[config.mk]
export PLATFORM = sky130hd
export DESIGN_NAME = to_mont_flat
export DESIGN_NICKNAME = d
export VERILOG_FILES = /design/src/rtl/rsa_pkg.sv /design/src/rtl/to_mont_if.sv /design/src/rtl/mod_dbl_step.sv /design/src/rtl/to_mont.sv /design/src/flat_wrapper.sv
export SDC_FILE = /design/constraint.sdc
export NUM_CORES = 1
export LEC_CHECK = 0
export BUFFER_PORTS_ARGS = -buffer_cell sky130_fd_sc_hd__buf_2
export CORE_UTILIZATION = 45
export DETAILED_ROUTE_END_ITERATION = 7
export GPL_ROUTABILITY_DRIVEN = 0
export GPL_TIMING_DRIVEN = 0
export PLACE_DENSITY = 0.63
export SYNTH_ARGS = -nofsm -noshare
export SYNTH_HDL_FRONTEND = slang
export SYNTH_SLANG_ARGS = --single-unit
[constraint.sdc]
create_clock -name clk -period 3.06 [get_ports clk]
set_input_delay 0.612 -clock clk [delete_from_list [all_inputs] [get_ports clk]]
set_output_delay 0.612 -clock clk [all_outputs]
set_load 0.01 [all_outputs]
[src/rtl/rsa_pkg.sv]
// Shared types and constants for the RSA datapath blocks
// (Montgomery conversion, Montgomery product, exponentiator).
package rsa_pkg;

    localparam int DEFAULT_K = 8;

    typedef enum logic [1:0] {
        IDLE,
        RUN,
        DONE
    } state_t;

    // Counter wide enough to hold every value from 0 to k inclusive.
    function automatic int cnt_width(input int k);
        return $clog2(k + 1);
    endfunction

endpackage

[src/rtl/to_mont_if.sv]
// Operand/result handshake bundle for the normal-to-Montgomery converter.
interface to_mont_if
    import rsa_pkg::*;
#(
    parameter int K = DEFAULT_K
);
    logic         in_valid;
    logic         in_ready;
    logic [K-1:0] a;
    logic [K-1:0] n;
    logic         out_valid;
    logic         out_ready;
    logic [K-1:0] a_mont;
    logic         err;

    modport master (
        output in_valid, a, n, out_ready,
        input  in_ready, out_valid, a_mont, err
    );

    modport slave (
        input  in_valid, a, n, out_ready,
        output in_ready, out_valid, a_mont, err
    );
endinterface

[src/rtl/mod_dbl_step.sv]
// One modular doubling step: y = (2x >= n) ? 2x - n : 2x.
// Assumes x < n, so the doubled value always fits in K+1 bits.
module mod_dbl_step #(
    parameter int K = 8
) (
    input  logic [K:0]   x,
    input  logic [K-1:0] n,
    output logic [K:0]   y
);
    logic [K:0] d;
    logic [K:0] n_ext;

    assign d     = x << 1;
    assign n_ext = {1'b0, n};
    assign y     = (d >= n_ext) ? (d - n_ext) : d;
endmodule

[src/rtl/to_mont.sv]
// Converts a residue a < n into Montgomery form (a * 2^K) mod n by K
// successive modular doublings, one per clock, behind valid/ready handshakes.
module to_mont
    import rsa_pkg::*;
#(
    parameter int K = DEFAULT_K
) (
    input  logic     clk,
    input  logic     rst,
    to_mont_if.slave bus
);
    localparam int CW = cnt_width(K);

    state_t        state;
    state_t        state_next;
    logic [K:0]    x;
    logic [K:0]    x_next;
    logic [K-1:0]  n_reg;
    logic [CW-1:0] cnt;
    logic [K-1:0]  a_mont_reg;
    logic          err_reg;
    logic          bad_op;
    logic          last_step;

    assign bad_op    = !bus.n[0] || (bus.n <= K'(1)) || (bus.a >= bus.n);
    assign last_step = (cnt == CW'(K - 1));

    mod_dbl_step #(.K(K)) u_step (
        .x (x),
        .n (n_reg),
        .y (x_next)
    );

    always_ff @(posedge clk or posedge rst) begin
        if (rst) begin
            state <= IDLE;
        end else begin
            state <= state_next;
        end
    end

    always_comb begin
        state_next = state;
        unique case (state)
            IDLE: if (bus.in_valid) state_next = bad_op ? DONE : RUN;
            RUN:  if (last_step)    state_next = DONE;
            DONE: if (bus.out_ready) state_next = IDLE;
            default: state_next = IDLE;
        endcase
    end

    // Rejected operands skip RUN entirely and report err with a zero result.
    always_ff @(posedge clk or posedge rst) begin
        if (rst) begin
            x          <= '0;
            n_reg      <= '0;
            cnt        <= '0;
            a_mont_reg <= '0;
            err_reg    <= 1'b0;
        end else begin
            unique case (state)
                IDLE: begin
                    if (bus.in_valid) begin
                        n_reg      <= bus.n;
                        cnt        <= '0;
                        a_mont_reg <= '0;
                        if (bad_op) begin
                            x       <= '0;
                            err_reg <= 1'b1;
                        end else begin
                            x       <= {1'b0, bus.a};
                            err_reg <= 1'b0;
                        end
                    end
                end
                RUN: begin
                    x   <= x_next;
                    cnt <= cnt + CW'(1);
                    if (last_step) begin
                        a_mont_reg <= x_next[K-1:0];
                        err_reg    <= 1'b0;
                    end
                end
                default: ;
            endcase
        end
    end

    assign bus.in_ready  = (state == IDLE);
    assign bus.out_valid = (state == DONE);
    assign bus.a_mont    = a_mont_reg;
    assign bus.err       = err_reg;
endmodule
[src/flat_wrapper.sv]
// flat-port wrapper written by rule: the top's interface ports become plain ports
module to_mont_flat import rsa_pkg::*;
#(
    parameter int K = DEFAULT_K
)
  (clk, rst, bus_in_valid, bus_a, bus_n, bus_out_ready, bus_in_ready, bus_out_valid, bus_a_mont, bus_err);
  to_mont_if #(.K(K)) bus_i ();
  input  logic clk;
  input  logic rst;
  input wire logic [$bits(bus_i.in_valid)-1:0] bus_in_valid;
  input wire logic [$bits(bus_i.a)-1:0] bus_a;
  input wire logic [$bits(bus_i.n)-1:0] bus_n;
  input wire logic [$bits(bus_i.out_ready)-1:0] bus_out_ready;
  output wire logic [$bits(bus_i.in_ready)-1:0] bus_in_ready;
  output wire logic [$bits(bus_i.out_valid)-1:0] bus_out_valid;
  output wire logic [$bits(bus_i.a_mont)-1:0] bus_a_mont;
  output wire logic [$bits(bus_i.err)-1:0] bus_err;
  assign bus_i.in_valid = bus_in_valid;
  assign bus_i.a = bus_a;
  assign bus_i.n = bus_n;
  assign bus_i.out_ready = bus_out_ready;
  assign bus_in_ready = bus_i.in_ready;
  assign bus_out_valid = bus_i.out_valid;
  assign bus_a_mont = bus_i.a_mont;
  assign bus_err = bus_i.err;
  to_mont #(.K(K)) u_core (.clk(clk), .rst(rst), .bus(bus_i));
endmodule
**After elaboration in Yosys (flattened, before gate mapping)**

Cells that the tools add are included.
Widths: inputs -> output; s select.

- Bits in registers: 31
- Logic and storage cells: 44

- $add $sub $neg: 2
- $lt $le $gt $ge: 3
- Equality and inequality tests: 6
- Multiplexer cells: 18
- Reductions and logical operators: 9

Operators with widths:

| operator | number |
|---|---|
| $mux 8 | 5 |
| $pmux 8 s2 | 2 |
| $ge 9x8->1 | 1 |
| $ge 8x8->1 | 1 |
| $le 8x1->1 const B | 1 |
| $mux 2 | 4 |
| $pmux 4 s2 | 1 |
| $sub 8x8->8 | 1 |
| $pmux 2 s3 | 1 |
| $reduce_and 3->1 | 2 |
| $add 4x1->4 const B | 1 |
| $eq 4x3->1 const B | 1 |
| $mux 4 | 1 |
| $ne 2x2->1 const B | 2 |
| $reduce_and 2->1 | 2 |
| $mux 1 | 3 |
| $eq 2x1->1 const B | 1 |
| $eq 2x2->1 const B | 1 |
| $logic_not 2->1 | 1 |
| $logic_or 1x1->1 | 2 |
| $ne 2x1->1 const B | 1 |
| $pmux 1 s2 | 1 |
| $reduce_bool 2->1 | 1 |
| $logic_not 1->1 | 1 |

**Depth between registers and ports, before layout**

- Word-level depth: 6
- Depth in mapped cells: 9
- Gate-level depth less buffers: 9

**Modules after synthesis**

Synthesis repeated with hierarchy kept, for this count alone.

- Cells, all modules: 221
- Area total of the unflattened synthesis: 2170.8 um^2

Modules (own cells, without submodules):

| module | times used | cells an instance | area each (um^2) | seq. area each (um^2) |
|---|---|---|---|---|
| to_mont | 1 | 150 | 1587.8 | 800.8 |
| mod_dbl_step | 1 | 71 | 583.1 | 0.0 |

**Worst setup path before layout**

Ideal clock, no wire load.

- Path type: register to register
- Start: reg u_core.x[0]
- End: reg u_core.x[7]
- Library setup time: 73 ps
- Arrival time: 2063 ps
- Slack: 923 ps
- Stages on the path, launching flop included: 9
- Buffers on the path: 0
- Period minus slack after synthesis: 2137 ps
- Cell sequence: dfrtp_1 ha_1 ha_1 nor2_1 a21oi_2 a2111oi_4 o21ai_4 mux2_4 a21oi_2

- Cells in the longest elaborated chain, start to end: 3

Ends and longest elaborated chain:

| item | RTL line | text |
|---|---|---|
| from (decl) | to_mont.sv:16 | `logic [K:0] x;` |
| from (signal assigned) | to_mont.sv:71 | `x <= {1'b0, bus.a};` |
| from (signal assigned) | to_mont.sv:77 | `x <= x_next;` |
| $sub 8x8->8 / $ge 9x8->1 (equally long branches) | mod_dbl_step.sv:15 | `assign y = (d >= n_ext) ? (d - n_ext) : d;` |
| $mux 8 (*) | mod_dbl_step.sv:15 |  |
| $pmux 8 s2 (*) | to_mont.sv:61 | `unique case (state)` |

Mark *: on every way between the ends. The rest lies on a longest branch, timed or not.
A chain may end at the register's enable or synchronous reset.

**Final worst setup path**

Same ends and word-level chain as after synthesis.

==> flow_metrics.py <==
metrics = {
    "synth": {
        "proportion_of_register_bits_with_asynchronous_set_or_reset_after_synthesis": 1.00,
        "syn_inst": 212,
        "netlist.area_leader.share": 0.391,
        "synth_enable_flop_cells": 0,
        "synth.top_cells.by_area": "sky130_fd_sc_hd__dfrtp_1 (39%), sky130_fd_sc_hd__ha_1 (11%), sky130_fd_sc_hd__o21ai_0 (4.5%), sky130_fd_sc_hd__nand2_1 (4.5%), sky130_fd_sc_hd__inv_1 (3.8%)",
        "synth.cell_area_um2": 1980,
        "synthesis.nets": 250,
        "ys_dominant_reg_cell": "sky130_fd_sc_hd__dfrtp_1",
        "syn_area_per_cell_um2": 9.35,
        "synth-seq-area-share": 0.391,
        "yosys.cell_types.count": 45,
        "post-synth-top-area-cell": "sky130_fd_sc_hd__dfrtp_1",
        "synth.ff_latch_count": 31,
        "ys_warnings": 0,
    },
    "finish": {
        "multi_input_comb_area_um2": 1090,
        "postLayoutCoreUtil": 0.563,
        "insertedDiodeCount": 0,
        "layout_common_cells": "sky130_fd_sc_hd__dfrtp_1 (31), sky130_fd_sc_hd__buf_2 (30), sky130_fd_sc_hd__nand2_1 (24)",
        "mostFrequentLayoutCell": "sky130_fd_sc_hd__dfrtp_1",
        "final_nets": 288,
        "final-seq-area_um2": 776,
        "filler_cell_count": 392,
        "final_layout_size_suffix_gt1_frac": 0.203,
        "syn_to_layout_area_delta_pct": 16.8,
    },
    "drt": {
        "drc_errors": 0,
        "drt-wirelength-per-cell_um": 15.6,
        "maxUsedRoutingLayer": "met4",
        "wl_um": 4710,
        "drt-vias-per-instance": 5.63,
        "detail_route.wirelength.met1_um": 2280,
        "route.met3.wl_um": 194,
        "met2RoutedLength_um": 2170,
        "detailedRoute.firstPassIterationCount": 4,
        "drt_first_iter_violations": 128,
        "vias": 1694,
        "postRouteAntennaNets": 0,
    },
    "placement": {
        "io_buffer_count": 30,
        "hpwlAfterDp_um": 3630,
    },
    "clock_network": {
        "clock_latency_ns": 0.28,
        "maximum_level_of_the_cts_h_tree": 2,
        "cts_repair_resize_count": 0,
        "clk_path_buf_depth": 2,
        "tritoncts_clock_tree": "done",
        "clk_pin_slew_worst_paths_ns": 0.07,
        "cts-buffers-inserted": 5,
        "clk_root_buffer_cell": "sky130_fd_sc_hd__clkbuf_8",
        "cts_hold_repair.buffers": 0,
        "cts_sinks": 31,
        "post_cts_buffers": 0,
    },
    "timing": {
        "worst_pin_slew_ns": 0.552,
        "grt_setup_unrepaired": "false",
        "totalNegativeSetupSlack_ns": 0,
        "slew-limit-headroom": 0.632,
        "report.final.setup_viol": 0,
        "post-route-period-util": 0.754,
        "report.final.slew_viol_count": 0,
        "period_needed_ns": 2.31,
        "timing.fmax_ghz": 0.434,
        "worst_clock_skew_ns": 0.00641,
        "hold_viol": 0,
    },
    "floorplanning": {
        "io_pins": 31,
        "core_area_um2": 4120,
        "placement_rows": 23,
        "design.die.area_um2": 4680,
        "die_width_um": 68.4,
        "chipHeight_um": 68.4,
        "start_util": 0.482,
    },
    "grt": {
        "first_pass_grt_wire_length_um": 7620,
        "grtUsageTotal": 0.229,
        "vias_in_the_first_global_route": 1530,
        "maximum_number_of_pins_on_one_net_before_global_route_repair": 32,
        "antenna_found_initial": 0,
        "grt-ovfl-total": 0,
    },
    "setup_path": {
        "worst_setup_path_class": "register to register",
        "critPathLaunchType": "register",
        "critical_path_peak_fanout": 8,
        "crit_path_cell_trace": "ha_1 > ha_1 > nor2_1 > a21oi_2 > a2111oi_4 > o21ai_4 > mux2_4 > a21oi_2",
        "critical_path_arrival_ns": 2.52,
        "cp.required_ns": 3.28,
        "crit_path_end_kind": "register",
        "crit_path_max_incr_delay_ns": 0.44,
        "critical_path.slowest_cell": "sky130_fd_sc_hd__dfrtp_1",
    },
    "power_and_ir_drop": {
        "power.density_cell_area_nw_per_um2": 1100,
        "power.static_leakage_nw": 1.15,
        "power.ir.vdd_worst_mv": 0.411,
    },
    "run": {
        "max_capacitance_violation_count": 0,
    },
    "hold_path": {
        "holdCritPathClass": "primary input to async pin",
    },
    "run_status": {
        "status": "complete, no violations",
    },
}
[metal layers]
layer  vias up  global-route usage
li1        834                   -
met1       811               0.322
met2        42               0.348
met3         7              0.0517
met4         0              0.0703
met5         -                   0
[cells by family (layout without fill, tap and decap cells)]
kind of cell             after synthesis  after routing  share of synthesized area
AO/OA/AOI/OAI                         62             62                      0.219
flip-flops                            31             31                      0.391
adder cells (fa/ha/maj)               18             18                      0.117
buffers and inverters                 27             66                     0.0568
AND/OR/NAND/NOR                       61             61                      0.150
XOR/XNOR                               5              5                     0.0221
multiplexers                           8              8                     0.0435
[cell type report]
type / count / area share
Timing Repair Buffer: 31 / 0.0735
Sequential cell: 31 / 0.335
Inverter: 20 / 0.0324
Tap cell: 50 / 0.0270
Clock buffer: 8 / 0.0432
Multi-Input combinational cell: 154 / 0.473
Buffer: 7 / 0.0162
[worst max-delay path, delay by kind of cell, from the launching register on]
family | cells | cell delay (ns)
flip-flops | 1 | 0.44
adder cells (fa/ha/maj) | 2 | 0.56
multiplexers | 1 | 0.35
AND/OR/NAND/NOR | 1 | 0.13
AO/OA/AOI/OAI | 4 | 0.76
[through the flow]
stage                     power (mW)  std cells  area, um2  hold slack, ns  worst slack [ns]
after floorplan                 1.83        212       1980           0.450             0.923
after global placement          2.17        292       2200           0.464             0.637
after detailed placement        2.19        292       2200           0.471             0.606
after CTS                       2.55        300       2300           0.488             0.729
after global routing            2.76        301       2320           0.229             0.577
final                           2.54        301       2320           0.227             0.754
[final timing paths]
kind	start	endpoint	slack, ns	cells after the start
worst max register to register	u_core.x[0]	u_core.x[7]	0.75	8
worst max-delay path	u_core.x[0]	u_core.x[7]	0.75	8
worst min register to register	u_core.n_reg[2]	u_core.n_reg[2]	0.48	2
worst min-delay path	rst	u_core.bus.a_mont[5]	0.23	2
max in group asynchronous	rst	u_core.x[2]	2.44	3
min in group clk	u_core.n_reg[2]	u_core.n_reg[2]	0.48	2
[power breakdown]
group	total, mW	leakage [nW]	switching, mW	internal, mW
Sequential	0.646	0.402	0.103	0.543
Combinational	1.54	0.698	0.890	0.650
Clock	0.355	0.0515	0.149	0.205
Total	2.54	1.15	1.14	1.40
[synth_stat cells (2+ instances only)]
library cell / instances
sky130_fd_sc_hd__nor2b_1: 2
sky130_fd_sc_hd__clkbuf_1: 5
sky130_fd_sc_hd__nor3_1: 2
sky130_fd_sc_hd__xnor2_1: 4
sky130_fd_sc_hd__nor2_1: 6
sky130_fd_sc_hd__a221oi_1: 4
sky130_fd_sc_hd__mux2i_1: 6
sky130_fd_sc_hd__a21oi_1: 9
sky130_fd_sc_hd__nand3_1: 14
sky130_fd_sc_hd__nand4_1: 2
sky130_fd_sc_hd__a211oi_1: 2
sky130_fd_sc_hd__dfrtp_1: 31
sky130_fd_sc_hd__o21ai_1: 10
sky130_fd_sc_hd__a32oi_1: 4
sky130_fd_sc_hd__nand2b_1: 4
sky130_fd_sc_hd__nand2_1: 24
sky130_fd_sc_hd__a21oi_2: 2
sky130_fd_sc_hd__inv_1: 20
sky130_fd_sc_hd__o21ai_0: 18
sky130_fd_sc_hd__a21o_1: 2
sky130_fd_sc_hd__ha_1: 17
No activity file was read; power rests on OpenSTA's default activity.
